[src/rtl/util_ext_sync_gen_if.sv]
// Control/status bundle for the external sync pulse generator.
// The master side drives the configuration and trigger/abort; the slave side is the generator.
interface util_ext_sync_gen_if #(
    parameter int PERIOD_WIDTH = 16,
    parameter int COUNT_WIDTH  = 8
);
    logic                    cfg_continuous;
    logic [PERIOD_WIDTH-1:0] cfg_period;
    logic [PERIOD_WIDTH-1:0] cfg_high;
    logic [COUNT_WIDTH-1:0]  cfg_count;
    logic                    trigger;
    logic                    abort;
    logic                    sync_out;
    logic                    busy;
    logic                    done;
    logic [COUNT_WIDTH-1:0]  pulse_cnt;

    modport master (
        output cfg_continuous, cfg_period, cfg_high, cfg_count, trigger, abort,
        input  sync_out, busy, done, pulse_cnt
    );

    modport slave (
        input  cfg_continuous, cfg_period, cfg_high, cfg_count, trigger, abort,
        output sync_out, busy, done, pulse_cnt
    );
endinterface

[src/rtl/util_ext_sync_gen.sv]
// External sync (SYSREF-style) pulse train generator: one-shot burst of N pulses or
// continuous train, with programmable period and high time. All outputs are registered.
//
// state | meaning
// IDLE  | waiting for trigger; sync_out low
// HIGH  | sync_out high, phase timer counts the high time
// LOW   | sync_out low, phase timer counts the remainder of the period
module util_ext_sync_gen #(
    parameter bit ENABLED      = 1'b1,
    parameter int PERIOD_WIDTH = 16,
    parameter int COUNT_WIDTH  = 8
) (
    input  logic                  clk,
    input  logic                  resetn,
    util_ext_sync_gen_if.slave    bus
);

    generate
        if (ENABLED) begin : g_gen
            localparam logic [PERIOD_WIDTH-1:0] P_ONE = PERIOD_WIDTH'(1);
            localparam logic [PERIOD_WIDTH-1:0] P_TWO = PERIOD_WIDTH'(2);
            localparam logic [COUNT_WIDTH-1:0]  C_ONE = COUNT_WIDTH'(1);

            typedef enum logic [1:0] {
                IDLE = 2'd0,
                HIGH = 2'd1,
                LOW  = 2'd2
            } state_t;

            state_t                  state, state_nxt;
            logic [PERIOD_WIDTH-1:0] period_q, period_nxt;
            logic [PERIOD_WIDTH-1:0] high_q, high_nxt;
            logic [PERIOD_WIDTH-1:0] tmr_q, tmr_nxt;
            logic [COUNT_WIDTH-1:0]  count_q, count_nxt;
            logic [COUNT_WIDTH-1:0]  pulse_cnt_q, pulse_cnt_nxt;
            logic                    cont_q, cont_nxt;
            logic                    sync_q, sync_nxt;
            logic                    busy_q, busy_nxt;
            logic                    done_q, done_nxt;

            logic [PERIOD_WIDTH-1:0] p_san;
            logic [PERIOD_WIDTH-1:0] h_san;
            logic [COUNT_WIDTH-1:0]  n_san;
            logic                    accept;

            // Sanitised capture values: at least one high and one low cycle per period.
            always_comb begin
                p_san = (bus.cfg_period < P_TWO) ? P_TWO : bus.cfg_period;
                if (bus.cfg_high == '0)
                    h_san = P_ONE;
                else if (bus.cfg_high >= p_san)
                    h_san = p_san - P_ONE;
                else
                    h_san = bus.cfg_high;
                n_san = (bus.cfg_count == '0) ? C_ONE : bus.cfg_count;
            end

            // Blocking on done_q keeps a minimum two-cycle gap between back-to-back bursts.
            assign accept = bus.trigger && !bus.abort && !done_q;

            always_comb begin
                state_nxt     = state;
                period_nxt    = period_q;
                high_nxt      = high_q;
                tmr_nxt       = tmr_q;
                count_nxt     = count_q;
                pulse_cnt_nxt = pulse_cnt_q;
                cont_nxt      = cont_q;
                sync_nxt      = sync_q;
                busy_nxt      = busy_q;
                done_nxt      = 1'b0;

                case (state)
                    IDLE: begin
                        sync_nxt = 1'b0;
                        busy_nxt = 1'b0;
                        if (accept) begin
                            state_nxt     = HIGH;
                            period_nxt    = p_san;
                            high_nxt      = h_san;
                            count_nxt     = n_san;
                            cont_nxt      = bus.cfg_continuous;
                            tmr_nxt       = h_san;
                            pulse_cnt_nxt = C_ONE;
                            sync_nxt      = 1'b1;
                            busy_nxt      = 1'b1;
                        end
                    end
                    HIGH: begin
                        if (bus.abort) begin
                            state_nxt = IDLE;
                            sync_nxt  = 1'b0;
                            busy_nxt  = 1'b0;
                        end else if (tmr_q == P_ONE) begin
                            sync_nxt = 1'b0;
                            if (!cont_q && pulse_cnt_q == count_q) begin
                                state_nxt = IDLE;
                                busy_nxt  = 1'b0;
                                done_nxt  = 1'b1;
                            end else begin
                                state_nxt = LOW;
                                tmr_nxt   = period_q - high_q;
                            end
                        end else begin
                            tmr_nxt = tmr_q - P_ONE;
                        end
                    end
                    LOW: begin
                        if (bus.abort) begin
                            state_nxt = IDLE;
                            sync_nxt  = 1'b0;
                            busy_nxt  = 1'b0;
                        end else if (tmr_q == P_ONE) begin
                            state_nxt     = HIGH;
                            tmr_nxt       = high_q;
                            sync_nxt      = 1'b1;
                            pulse_cnt_nxt = pulse_cnt_q + C_ONE;
                        end else begin
                            tmr_nxt = tmr_q - P_ONE;
                        end
                    end
                    default: begin
                        state_nxt = IDLE;
                        sync_nxt  = 1'b0;
                        busy_nxt  = 1'b0;
                    end
                endcase
            end

            always_ff @(posedge clk or negedge resetn) begin
                if (!resetn) begin
                    state       <= IDLE;
                    period_q    <= P_TWO;
                    high_q      <= P_ONE;
                    tmr_q       <= P_ONE;
                    count_q     <= C_ONE;
                    pulse_cnt_q <= '0;
                    cont_q      <= 1'b0;
                    sync_q      <= 1'b0;
                    busy_q      <= 1'b0;
                    done_q      <= 1'b0;
                end else begin
                    state       <= state_nxt;
                    period_q    <= period_nxt;
                    high_q      <= high_nxt;
                    tmr_q       <= tmr_nxt;
                    count_q     <= count_nxt;
                    pulse_cnt_q <= pulse_cnt_nxt;
                    cont_q      <= cont_nxt;
                    sync_q      <= sync_nxt;
                    busy_q      <= busy_nxt;
                    done_q      <= done_nxt;
                end
            end

            assign bus.sync_out  = sync_q;
            assign bus.busy      = busy_q;
            assign bus.done      = done_q;
            assign bus.pulse_cnt = pulse_cnt_q;
        end else begin : g_off
            assign bus.sync_out  = 1'b0;
            assign bus.busy      = 1'b0;
            assign bus.done      = 1'b0;
            assign bus.pulse_cnt = '0;
        end
    endgenerate

endmodule
[src/flat_wrapper.sv]
// flat-port wrapper written by rule: the top's interface ports become plain ports
module util_ext_sync_gen_flat 
#(
    parameter bit ENABLED      = 1'b1,
    parameter int PERIOD_WIDTH = 16,
    parameter int COUNT_WIDTH  = 8
)
  (clk, resetn, bus_cfg_continuous, bus_cfg_period, bus_cfg_high, bus_cfg_count, bus_trigger, bus_abort, bus_sync_out, bus_busy, bus_done, bus_pulse_cnt);
  util_ext_sync_gen_if #(.PERIOD_WIDTH(PERIOD_WIDTH), .COUNT_WIDTH(COUNT_WIDTH)) bus_i ();
  input  logic clk;
  input  logic resetn;
  input wire logic [$bits(bus_i.cfg_continuous)-1:0] bus_cfg_continuous;
  input wire logic [$bits(bus_i.cfg_period)-1:0] bus_cfg_period;
  input wire logic [$bits(bus_i.cfg_high)-1:0] bus_cfg_high;
  input wire logic [$bits(bus_i.cfg_count)-1:0] bus_cfg_count;
  input wire logic [$bits(bus_i.trigger)-1:0] bus_trigger;
  input wire logic [$bits(bus_i.abort)-1:0] bus_abort;
  output wire logic [$bits(bus_i.sync_out)-1:0] bus_sync_out;
  output wire logic [$bits(bus_i.busy)-1:0] bus_busy;
  output wire logic [$bits(bus_i.done)-1:0] bus_done;
  output wire logic [$bits(bus_i.pulse_cnt)-1:0] bus_pulse_cnt;
  assign bus_i.cfg_continuous = bus_cfg_continuous;
  assign bus_i.cfg_period = bus_cfg_period;
  assign bus_i.cfg_high = bus_cfg_high;
  assign bus_i.cfg_count = bus_cfg_count;
  assign bus_i.trigger = bus_trigger;
  assign bus_i.abort = bus_abort;
  assign bus_sync_out = bus_i.sync_out;
  assign bus_busy = bus_i.busy;
  assign bus_done = bus_i.done;
  assign bus_pulse_cnt = bus_i.pulse_cnt;
  util_ext_sync_gen #(.ENABLED(ENABLED), .PERIOD_WIDTH(PERIOD_WIDTH), .COUNT_WIDTH(COUNT_WIDTH)) u_core (.clk(clk), .resetn(resetn), .bus(bus_i));
endmodule
[config.mk]
export PLATFORM = sky130hd
export DESIGN_NAME = util_ext_sync_gen_flat
export DESIGN_NICKNAME = d
export VERILOG_FILES = /design/src/rtl/util_ext_sync_gen_if.sv /design/src/rtl/util_ext_sync_gen.sv /design/src/flat_wrapper.sv
export SDC_FILE = /design/constraint.sdc
export NUM_CORES = 1
export LEC_CHECK = 0
export CAP_MARGIN = 20
export CORE_ASPECT_RATIO = 1.5
export CORE_MARGIN = 2
export CORE_UTILIZATION = 45
export CTS_BUF_LIST = sky130_fd_sc_hd__clkbuf_4 sky130_fd_sc_hd__clkbuf_8
export DETAILED_ROUTE_END_ITERATION = 7
export PLACE_DENSITY_LB_ADDON = 0.25
export REMOVE_ABC_BUFFERS = 1
export SLEW_MARGIN = 30
export SYNTH_ARGS = -nofsm -noshare
export SYNTH_HDL_FRONTEND = slang
export SYNTH_SLANG_ARGS = --single-unit
[constraint.sdc]
create_clock -name clk -period 2.85 [get_ports clk]
set_input_delay 0.57 -clock clk [delete_from_list [all_inputs] [get_ports clk]]
set_output_delay 0.57 -clock clk [all_outputs]
set_load 0.01 [all_outputs]
==> key figures, run 1 <==
Run status
  – Outcome: finished, violations left
  – Failing checks: negative setup slack

Synth
  – Post-synth ARST share: 1.000
  – Flops & latches, synth: 70
  – Mapped Area: 0.005578 mm^2
  – Gate count of the mapped netlist: 680
  – Synthesis warning total: 0
  – Seq/Total Area, Yosys: 0.3149
  – Mapped Avg Cell Area: 8.203 um^2
  – Synth unique cells: just over 70
  – Dominant synthesized flop cell: dfrtp_1
  – Number of flops mapped to enable cells by yosys: 0

Pwr
  – Static Leak: 3.330 nW
  – Max IR drop VDD: 376.6 uV
  – P_int: 3.947 mW
  – PD cells: slightly above 900 mW/mm^2
  – Combinational Power Share: 0.582
  – Switching pwr: 3.151 mW
  – Clock share of power: 0.156
  – Switching part of the total power: 0.4439
  – Sequential share of power: 0.262
  – Final Power: between 7 and 8 mW

Final layout
  – N_diodes: 0
  – Syn-to-layout area delta: 36.20%
  – Most common cell after layout, fill and taps aside: nand2_1
  – Fin util: 0.6322
  – Finished Layout Cells: 973
  – Layout Nets: 900
  – Share of cells above drive strength 1: 0.2317
  – Most frequent cells in the layout: nand2_1 (97), buf_4 (90), dfrtp_1 (66), o21ai_0 (56), inv_1 (45)
  – Filler cell count: ~1100

STA
  – Worst-Margin Slew: between 0.7 and 0.8 ns
  – Clock skew: 0.01167 ns
  – Final setup margin: -0.3142 ns
  – Relative slew slack: 0.4957
  – Fin. max-slew vios: 0
  – Final-report setup violation count: 32
  – Final Hold Viols: 0
  – Post-layout min period: between 3 and 4 ns
  – Fmax: 0.3160 GHz
  – Period utilization: 1.110
  – RSZ-0062 raised after global routing: yes

Worst setup path
  – Largest fanout on the critical path: 6
  – CP endpoint kind: flip-flop
  – WS Path Type: in -> reg
  – Critical R2R Launch: u_core.g_gen.high_q[0]
  – FF-to-FF setup slack: -0.02 ns
  – Crit start category: input pin
  – Critical Path RT: 3.13 ns
  – FF-to-FF End: u_core.g_gen.tmr_q[14]
  – Worst Reg-to-Reg Cells: 10
  – Critical Path AT: approximately 3.4 ns
  – CP startpoint: bus_cfg_period[8]

Floorplan
  – Full die area: roughly 0.013 mm^2
  – Row count: ~50
  – Top Ports: between 50 and 60
  – Die width: 94.91 um
  – Die Ht: about 140 um
  – Core ar.: between 0.01 and 0.015 mm^2
  – Starting density of the core: 0.4642

Global routing
  – Remaining global-route overflow: 0
  – GRT Util Overall: 0.2827
  – Vias in the first global route: roughly 5800
  – First-pass GRT wire length: 29090 um
  – Initial antenna violation count: 0
  – Pin count of the biggest net entering global routing: 50

Route
  – Max Used Layer: met4
  – Detail Route Antenna Nets: 0
  – Met3 WL: about 590 um
  – WL/cell: around 19 um
  – Drt drc: 0
  – Iteration-0 DRC Markers: 407
  – Wl on met1: just under 7000 um
  – Drt pass-1 iters: 5
  – WL final: around 18000 um
  – Vias per std cell: just under 6
  – DR vias: 5706
  – Routed wl met2: 9733 um

Clock tree
  – Latest clock arrival within the worst-skew pair: 0.37 ns
  – CTS HTree Levels: 3
  – Clock transition at the registers of the reported paths: 0.08 ns
  – Cts hold-fix bufs: 0
  – Clk root buf: clkbuf_8
  – CTS tree: yes
  – CTS Buf Count: 9
  – Clock Sink Count: 70
  – CTS Buffer Depth: 2

Placement
  – Gpl congestion: approximately 0.9
  – HPWL Detailed: roughly 14000 um
  – Cell count after placement: 954
  – PortBufs: 55
  – Place WS: -1.388 ns

Min path
  – Hold Crit Class: in -> async

Flow run
  – Max Cap Viol: 0
-- synth_stat cells (9+ instances only) --
library cell	count	area (um^2)
clkbuf_1	23	86.33
ha_1	39	488.0
a21o_1	9	67.56
xnor2_1	27	236.5
nand2_1	99	371.6
dfrtp_1	66	1652
a211oi_1	12	90.09
nor4_1	13	81.33
nor2_1	35	131.4
a21oi_1	34	170.2
inv_1	45	168.9
nor3_1	25	125.1
o21ai_0	67	335.3
nand3_1	14	70.07
-- power by group through the flow --
stage,Clock [mW],Sequential (mW),Combinational [mW]
after floorplan,0,1.75,2.69
after global routing,1.16,1.92,4.56
after CTS,1.11,1.85,4.02
after global placement,0,1.84,3.78
final,1.11,1.86,4.13
after detailed placement,0,1.86,3.88
-- routing by layer --
layer	global-route usage	vias to the layer above
li1	-	2766
met1	0.3119	2721
met2	0.5230	166
met3	0.02098	53
met4	0.1518	0
met5	0	-
-- flip-flops by register name (all words and copies together) (netlist names) --
register               flops
u_core.bus.busy            1
u_core.bus.sync_out        1
u_core.g_gen.period_q     16
u_core.g_gen.high_q       16
u_core.g_gen.tmr_q        16
u_core.bus.done            1
u_core.g_gen.state         2
u_core.g_gen.cont_q        1
u_core.bus.pulse_cnt       8
u_core.g_gen.count_q       8
-- stage by stage --
| step | hold WS (ns) | cell area, um^2 | TNS [ns] |
|---|---|---|---|
| floorplan | 0.2744 | 5454 | -22.95 |
| global placement | 0.4590 | 6937 | -34.95 |
| detailed placement | 0.4740 | 6937 | -36.48 |
| CTS | 0.2886 | 7458 | -7.909 |
| global route | 0.3093 | 7597 | -10.68 |
| finish | 0.2575 | 7597 | -6.793 |
-- cell type report --
type | count | area (um^2) | area share
Clock inverter | 6 | 132.6 | 0.01746
Timing Repair Buffer | 154 | 1330 | 0.1751
Inverter | 45 | 168.9 | 0.02223
Clock buffer | 10 | 137.6 | 0.01812
Multi-Input combinational cell | 535 | 3880 | 0.5107
Tap cell | 153 | 191.4 | 0.02520
Sequential cell | 70 | 1757 | 0.2312
-- timing repair --
item                                    4_1_cts  5_1_grt
endpoints found under the setup margin       32       35
setup buffers                                 3        0
gates resized for setup                      87       31
pin swaps                                    36       19
-- cell families (layout without fill, tap and decap cells) --
group	count (synthesis)	after routing	synth area share
simple gates	237	237	0.2102
flops	70	70	0.3149
fa+ha+maj	40	40	0.09107
buf+inv	75	215	0.05249
mux	9	9	0.01772
compound gates	213	213	0.2557
xor+xnor	36	36	0.05788
-- worst max-delay path: stages --
cell      delay [ns]
buf_6           0.09
or4_4           0.55
nor3_4          0.24
nand2_1         0.10
o21ai_2         0.15
inv_1           0.06
ha_1            0.27
nor2b_1         0.04
o21ai_1         0.14
a31oi_2         0.13
o311a_4         0.42
buf_8           0.16
a211oi_4        0.24
a21oi_4         0.06
o311ai_2        0.21
-- worst max path at each step --
stage	depth (start not counted)	slack [ns]	endpoint
6_report	15	-0.31	u_core.g_gen.tmr_q[13]
2_1_floorplan	13	-0.90	u_core.g_gen.tmr_q[2]
5_1_grt	16	-0.41	u_core.g_gen.tmr_q[2]
3_3_place_gp	15	-1.34	u_core.g_gen.tmr_q[2]
4_1_cts	15	-0.35	u_core.g_gen.tmr_q[5]
3_5_place_dp	15	-1.39	u_core.g_gen.tmr_q[2]
Note: power is estimated with default switching activity, not from simulation.
==> inputs of run 2 (changes only) <==
CORE_MARGIN = unset   (was 2)
clock period = 3.9 ns   (was 2.85 ns; I/O delays follow)
==> key figures, run 2 (same netlist as run 1, synthesis figures left out) <==
Run status
  – Outcome: completed

Floorplan
  – Starting density of the core: 0.4642 (unchanged)
  – Core ar.: 0.01202 mm^2 (unchanged)
  – Row count: 49 (unchanged)
  – Die width: 92.91 um (-2.1%)
  – Die Ht: 138.4 um (-1.4%)
  – Top Ports: 56 (unchanged)
  – Full die area: 0.01285 mm^2 (-3.5%)

Final layout
  – Layout Nets: 840 (-6.7%)
  – Cell area after layout: 0.006750 mm^2 (-11%)
  – Regs by FF count: u_core.g_gen.high_q (16), u_core.g_gen.period_q (16), u_core.g_gen.tmr_q (16)
  – Most common cell after layout, fill and taps aside: nand2_1
  – Most frequent cells in the layout: nand2_1 (98), o21ai_0 (66), dfrtp_1 (66), clkdlybuf4s50_1 (54), inv_1 (45)
  – Share of cells above drive strength 1: 0.1158 (-0.1159)
  – N_diodes: 0 (unchanged)
  – Syn-to-layout area delta: 21.02%
  – Finished Layout Cells: 913 (-6.2%)

Worst setup path
  – Top delay family on crit path: compound AO/OA/AOI/OAI gates
  – Crit-path cells: clkdlybuf4s50_1 -> or4_1 -> nor3_4 -> buf_4 -> a21oi_1 -> ha_1 -> nand2_1 -> o21ai_0 -> a31oi_1 -> o311a_1 -> buf_4 -> a211oi_1 -> a21oi_2 -> a211oi_1
  – Critical Path AT: 4.02 ns (+0.58 ns)
  – CP endpoint kind: flip-flop
  – Critical Path Max Stage Delay: 0.59 ns (+0.04 ns)
  – Largest fanout on the critical path: 7 (+1)
  – CP Buf/Inv Count: 3 (unchanged)
  – Slowest library cell on the worst path: or4_1
  – Stages on worst setup path: 14 (-1)
  – WS Path Type: in -> reg
  – Crit start category: input pin
  – Critical Path RT: 4.18 ns (+1.05 ns)
  – FF-to-FF End: u_core.g_gen.tmr_q[14]
  – Critical R2R Launch: u_core.g_gen.high_q[0]
  – FF-to-FF setup slack: 0.97 ns (+0.99 ns)
  – Worst Reg-to-Reg Cells: 10 (unchanged)

Clock tree
  – CTS HTree Levels: 3 (unchanged)
  – Clk root buf: clkbuf_8
  – Cts hold-fix bufs: 0 (unchanged)
  – CTS tree: yes
  – Clock transition at the registers of the reported paths: 0.08 ns (about the same)
  – Latest clock arrival within the worst-skew pair: 0.37 ns (about the same)
  – Clock Sink Count: 70 (unchanged)
  – CTS Buf Count: 9 (unchanged)
  – CTS Buffer Depth: 2 (unchanged)

STA
  – Final setup margin: 0.1532 ns (+0.4674 ns)
  – Period utilization: 0.9607
  – Final Hold Viols: 0 (unchanged)
  – Fmax: 0.2669 GHz
  – Relative slew slack: 0.5343 (+0.03860)
  – Final-report setup violation count: 0 (-100%)
  – Fin. max-slew vios: 0 (unchanged)
  – Setup TNS: 0 ns (+6.793 ns)
  – Worst-Margin Slew: 0.6922 ns (-0.06429 ns)
  – Post-layout min period: 3.747 ns
  – RSZ-0062 raised after global routing: yes
  – Clock skew: 0.01047 ns (-0.001197 ns)

Placement
  – PortBufs: 55 (unchanged)
  – HPWL Detailed: 13820 um (-2.0%)
  – Place WS: -0.4319 ns (+0.9563 ns)
  – Cell count after placement: 897 (-6.0%)
  – Gpl congestion: 0.8688 (-2.2%)
  – DP Area: 0.006496 mm^2 (-6.3%)

Pwr
  – Combinational Power Share: 0.576 (-0.006)
  – Static Leak: 2.901 nW (-13%)
  – P_int: 2.591 mW (-34%)
  – Max IR drop VDD: 236.3 uV (-37%)
  – Sequential share of power: 0.284 (+0.022)
  – Switching pwr: 2.259 mW (-28%)
  – PD cells: 718.5 mW/mm^2 (-23%)
  – Clock share of power: 0.140 (-0.016)
  – Switching part of the total power: 0.4657 (+0.02178)

Global routing
  – Pin count of the biggest net entering global routing: 47 (-6.0%)
  – Vias in the first global route: 5472 (-6.0%)
  – GRT Util Overall: 0.2814 (-0.001311)
  – Remaining global-route overflow: 0 (unchanged)
  – First-pass GRT wire length: 27880 um (-4.2%)
  – Initial antenna violation count: 0 (unchanged)

Flow run
  – Max Cap Viol: 0 (unchanged)

Route
  – Drt drc: 0 (unchanged)
  – WL final: 17280 um (-4.4%)
  – WL/cell: 18.93 um (+1.9%)
  – Iteration-0 DRC Markers: 372 (-8.6%)
  – DR vias: 5522 (-3.2%)
  – Detail Route Antenna Nets: 0 (unchanged)
  – Vias per std cell: 6.048 (+3.1%)
  – Drt pass-1 iters: 5 (unchanged)

Min path
  – Hold Crit Class: in -> async
run 2: stage by stage:
step	hold WS (ns)	utilization	power, mW
floorplan	0.4460	-	3.243
finish	0.2943	0.5617	4.850
detailed placement	0.4805	0.5406	4.117
CTS	0.2881	0.5596	4.811
global placement	0.4596	0.5406	4.016
global route	0.3024	0.5617	5.257
run 2: worst max path at each step:
| stage | slack [ns] | end | startpoint |
|---|---|---|---|
| 4_1_cts | 0.03 | u_core.g_gen.tmr_q[14] | bus_cfg_period[13] |
| 5_1_grt | -0.03 | u_core.g_gen.tmr_q[9] | bus_cfg_period[9] |
| 3_5_place_dp | -0.43 | u_core.g_gen.tmr_q[6] | bus_cfg_period[13] |
| 2_1_floorplan | -0.06 | u_core.g_gen.tmr_q[2] | bus_cfg_period[9] |
| 3_3_place_gp | -0.36 | u_core.g_gen.tmr_q[6] | bus_cfg_period[13] |
| 6_report | 0.15 | u_core.g_gen.tmr_q[14] | bus_cfg_period[13] |
run 2: power by group through the flow:
stage	registers [mW]	logic (mW)	clock network (mW)
after detailed placement	1.38	2.74	0
after CTS	1.37	2.76	0.687
after global routing	1.41	3.13	0.718
after global placement	1.36	2.65	0
final	1.38	2.79	0.679
after floorplan	1.28	1.96	0
run 2: timing repair:
action | CTS | global route
pin swaps | 0 | 1
resized for setup | 1 | 7
endpoints found under the setup margin | 1 | 22
buffers inserted | 0 | 0
run 2: layout make-up:
cell class | instances | area (um^2)
fill | 1173 | 5266
tap | 153 | 191.4
timing repair buffer | 94 | 850.8
sequential | 70 | 1757
multi-input combinational | 535 | 3557
inverter | 45 | 168.9
clock inverter | 6 | 93.84
clock buffer | 10 | 131.4
run 2: worst reg2reg max path: cells and delay by family, from the launching register on:
family / cells / cell delay [ns]
compound gates: 7 / 1.66
flops: 1 / 0.55
buf+inv: 1 / 0.05
fa+ha+maj: 2 / 0.56
run 2: metal layers:
layer | routed length, um | vias to the layer above | track usage
li1 | - | 2661 | -
met1 | 6521 | 2640 | 0.3006
met2 | 9197 | 168 | 0.5089
met3 | 564 | 53 | 0.03905
met4 | 998 | 0 | 0.1749
met5 | 0 | - | 0
==> inputs of run 3 (changes only) <==
CELL_PAD_IN_SITES_DETAIL_PLACEMENT = 1   (was unset)
CELL_PAD_IN_SITES_GLOBAL_PLACEMENT = 1   (was unset)
PLACE_DENSITY = 0.95   (was unset)
PLACE_DENSITY_LB_ADDON = unset   (was 0.25)
==> key figures, run 3 (same netlist as run 1, synthesis figures left out) <==
Route
  – WL/cell: 21.94 um (+16%)
  – Drt pass-1 iters: 6 (+1)
  – Drt drc: 0 (unchanged)
  – WL final: 20210 um (+17%)
  – DR vias: 5890 (+6.7%)
  – Iteration-0 DRC Markers: 444 (+19%)
  – Detail Route Antenna Nets: 0 (unchanged)
  – Vias per std cell: 6.395 (+5.7%)

Worst setup path
  – Critical Path RT: 4.13 ns (-0.05 ns)
  – WS Path Type: in -> reg
  – Crit start category: input pin
  – CP endpoint kind: flip-flop
  – Worst Reg-to-Reg Cells: 10 (unchanged)
  – FF-to-FF End: u_core.g_gen.tmr_q[14]
  – Largest fanout on the critical path: 6 (-1)
  – Critical R2R Launch: u_core.g_gen.high_q[0]
  – Critical Path AT: 3.98 ns (-0.04 ns)
  – FF-to-FF setup slack: 0.85 ns (-0.12 ns)

STA
  – Final-report setup violation count: 0 (unchanged)
  – Post-layout min period: 3.747 ns (+0.0001760 ns)
  – Period utilization: 0.9608 (about the same)
  – Fmax: 0.2669 GHz (about the same)
  – Clock skew: 0.01326 ns (+0.002783 ns)
  – Final setup margin: 0.1531 ns (-0.0001760 ns)
  – Fin. max-slew vios: 0 (unchanged)
  – Relative slew slack: 0.4129 (-0.1214)
  – Final Hold Viols: 0 (unchanged)
  – Worst-Margin Slew: 0.8732 ns (+0.1811 ns)

Global routing
  – GRT Util Overall: 0.3231 (+0.04171)
  – Remaining global-route overflow: 0 (unchanged)
  – Vias in the first global route: 6426 (+17%)
  – Initial antenna violation count: 0 (unchanged)
  – Pin count of the biggest net entering global routing: 43 (-8.5%)
  – First-pass GRT wire length: 32260 um (+16%)

Clock tree
  – CTS HTree Levels: 3 (unchanged)
  – CTS Buffer Depth: 2 (unchanged)
  – Clock transition at the registers of the reported paths: 0.08 ns (about the same)
  – CTS Buf Count: 9 (unchanged)
  – Cts hold-fix bufs: 0 (unchanged)
  – Clk root buf: clkbuf_8
  – CTS tree: yes
  – Clock Sink Count: 70 (unchanged)
  – Latest clock arrival within the worst-skew pair: 0.37 ns (about the same)

Pwr
  – Clock share of power: 0.124 (-0.016)
  – Final Power: 4.954 mW (+2.1%)
  – Max IR drop VDD: 262.2 uV (+11%)
  – P_int: 2.539 mW (-2.0%)
  – Switching pwr: 2.415 mW (+6.9%)
  – Sequential share of power: 0.282 (-0.002)
  – PD cells: 724.8 mW/mm^2 (+0.87%)
  – Static Leak: 3.007 nW (+3.7%)
  – Combinational Power Share: 0.594 (+0.018)
  – Switching part of the total power: 0.4875 (+0.02180)

Placement
  – Cell count after placement: 899 (+0.22%)
  – Gpl congestion: 0.9269 (+6.7%)
  – PortBufs: 55 (unchanged)
  – Place WS: -0.4996 ns (-0.06776 ns)
  – HPWL Detailed: 15940 um (+15%)
  – DP Area: 0.006511 mm^2 (+0.23%)

Run status
  – Outcome: completed

Floorplan
  – Starting density of the core: 0.4642 (unchanged)
  – Core ar.: 0.01202 mm^2 (unchanged)
  – Die Ht: 138.4 um (unchanged)
  – Die width: 92.91 um (unchanged)
  – Row count: 49 (unchanged)
  – Full die area: 0.01285 mm^2 (unchanged)
  – Top Ports: 56 (unchanged)

Final layout
  – N_diodes: 0 (unchanged)
  – Most common cell after layout, fill and taps aside: nand2_1
  – Finished Layout Cells: 921 (+0.88%)
  – Share of cells above drive strength 1: 0.1315 (+0.01572)
  – Most frequent cells in the layout: nand2_1 (99), dfrtp_1 (66), o21ai_0 (65), clkdlybuf4s50_1 (46)
  – Layout Nets: 848 (+0.95%)
  – Regs by FF count: u_core.g_gen.high_q (16), u_core.g_gen.period_q (16), u_core.g_gen.tmr_q (16)
  – Syn-to-layout area delta: 22.54%
  – Cell area after layout: 0.006835 mm^2 (+1.3%)
  – Filler cell count: 1462 (+25%)

Min path
  – Hold Crit Class: in -> async

Flow run
  – Max Cap Viol: 0 (unchanged)
[run 3: cell types whose count changed in the layout (fill, tap and decap cells not counted), sizes merged]
cell / before / now
buf: 40 / 48
bufinv: 2 / 1
clkdlybuf4s50: 54 / 46
clkinv: 1 / 2
clkinvlp: 1 / 2
dlymetal6s2s: 0 / 8
inv: 47 / 46
[run 3: area by class of cell]
cell class	count	area, um^2	area share
Clock inverter	6	71.32	0.01043
Clock buffer	10	131.4	0.01922
Sequential cell	70	1757	0.2570
Multi-Input combinational cell	535	3581	0.5239
Tap cell	153	191.4	0.02801
Inverter	45	168.9	0.02471
Timing Repair Buffer	102	934.6	0.1367
[run 3: per-stage QoR]
| stage | TNS (ns) | utilization | hold slack (ns) |
|---|---|---|---|
| CTS | 0 | 0.5611 | 0.4925 |
| detailed placement | -13.11 | 0.5419 | 0.4741 |
| global placement | -5.616 | 0.5419 | 0.4607 |
| finish | 0 | 0.5688 | 0.4841 |
| floorplan | -0.05691 | - | 0.4460 |
| global route | -0.04763 | 0.5688 | 0.5228 |
[run 3: metal layers]
layer	GRT usage	part of all wire	vias to the layer above
met5	0	0	-
met4	0.2348	0.074	0
met3	0.04180	0.032	87
met2	0.5793	0.53	206
met1	0.3370	0.36	2934
li1	-	-	2663
[run 3: worst max-delay path by stage]
stage	slack [ns]	endpoint	from
floorplan	-0.06	u_core.g_gen.tmr_q[2]	bus_cfg_period[9]
detailed placement	-0.50	u_core.g_gen.high_q[1]	bus_cfg_period[14]
CTS	0.02	u_core.g_gen.tmr_q[5]	bus_cfg_period[9]
global route	-0.04	u_core.g_gen.tmr_q[7]	bus_cfg_period[4]
global placement	-0.25	u_core.g_gen.tmr_q[14]	bus_cfg_period[14]
finish	0.15	u_core.g_gen.tmr_q[7]	bus_cfg_period[4]
[run 3: power groups by stage]
stage          clock network [mW]  logic, mW  registers (mW)
2_1_floorplan                   0       1.96            1.28
3_3_place_gp                    0       2.63            1.36
3_5_place_dp                    0       2.83            1.39
4_1_cts                     0.613       2.88            1.38
5_1_grt                     0.646       3.20            1.43
6_report                    0.613       2.94            1.40
[run 3: timing repair]
item	in CTS	in global routing
pin swaps	2	11
buffers inserted	1	5
endpoints found under the setup margin	24	31
gates resized for setup	6	20
[run 3: worst max-delay path: stages]
cell	delay (ns)
clkdlybuf4s50_1	0.42
or3_4	0.40
nor3_2	0.14
nand2_1	0.09
o21ai_2	0.15
inv_1	0.06
ha_1	0.28
nor2b_1	0.16
o21ai_0	0.11
a31oi_1	0.23
o311a_1	0.29
nand2_1	0.10
buf_6	0.15
buf_4	0.16
o211ai_1	0.29
o211ai_1	0.15
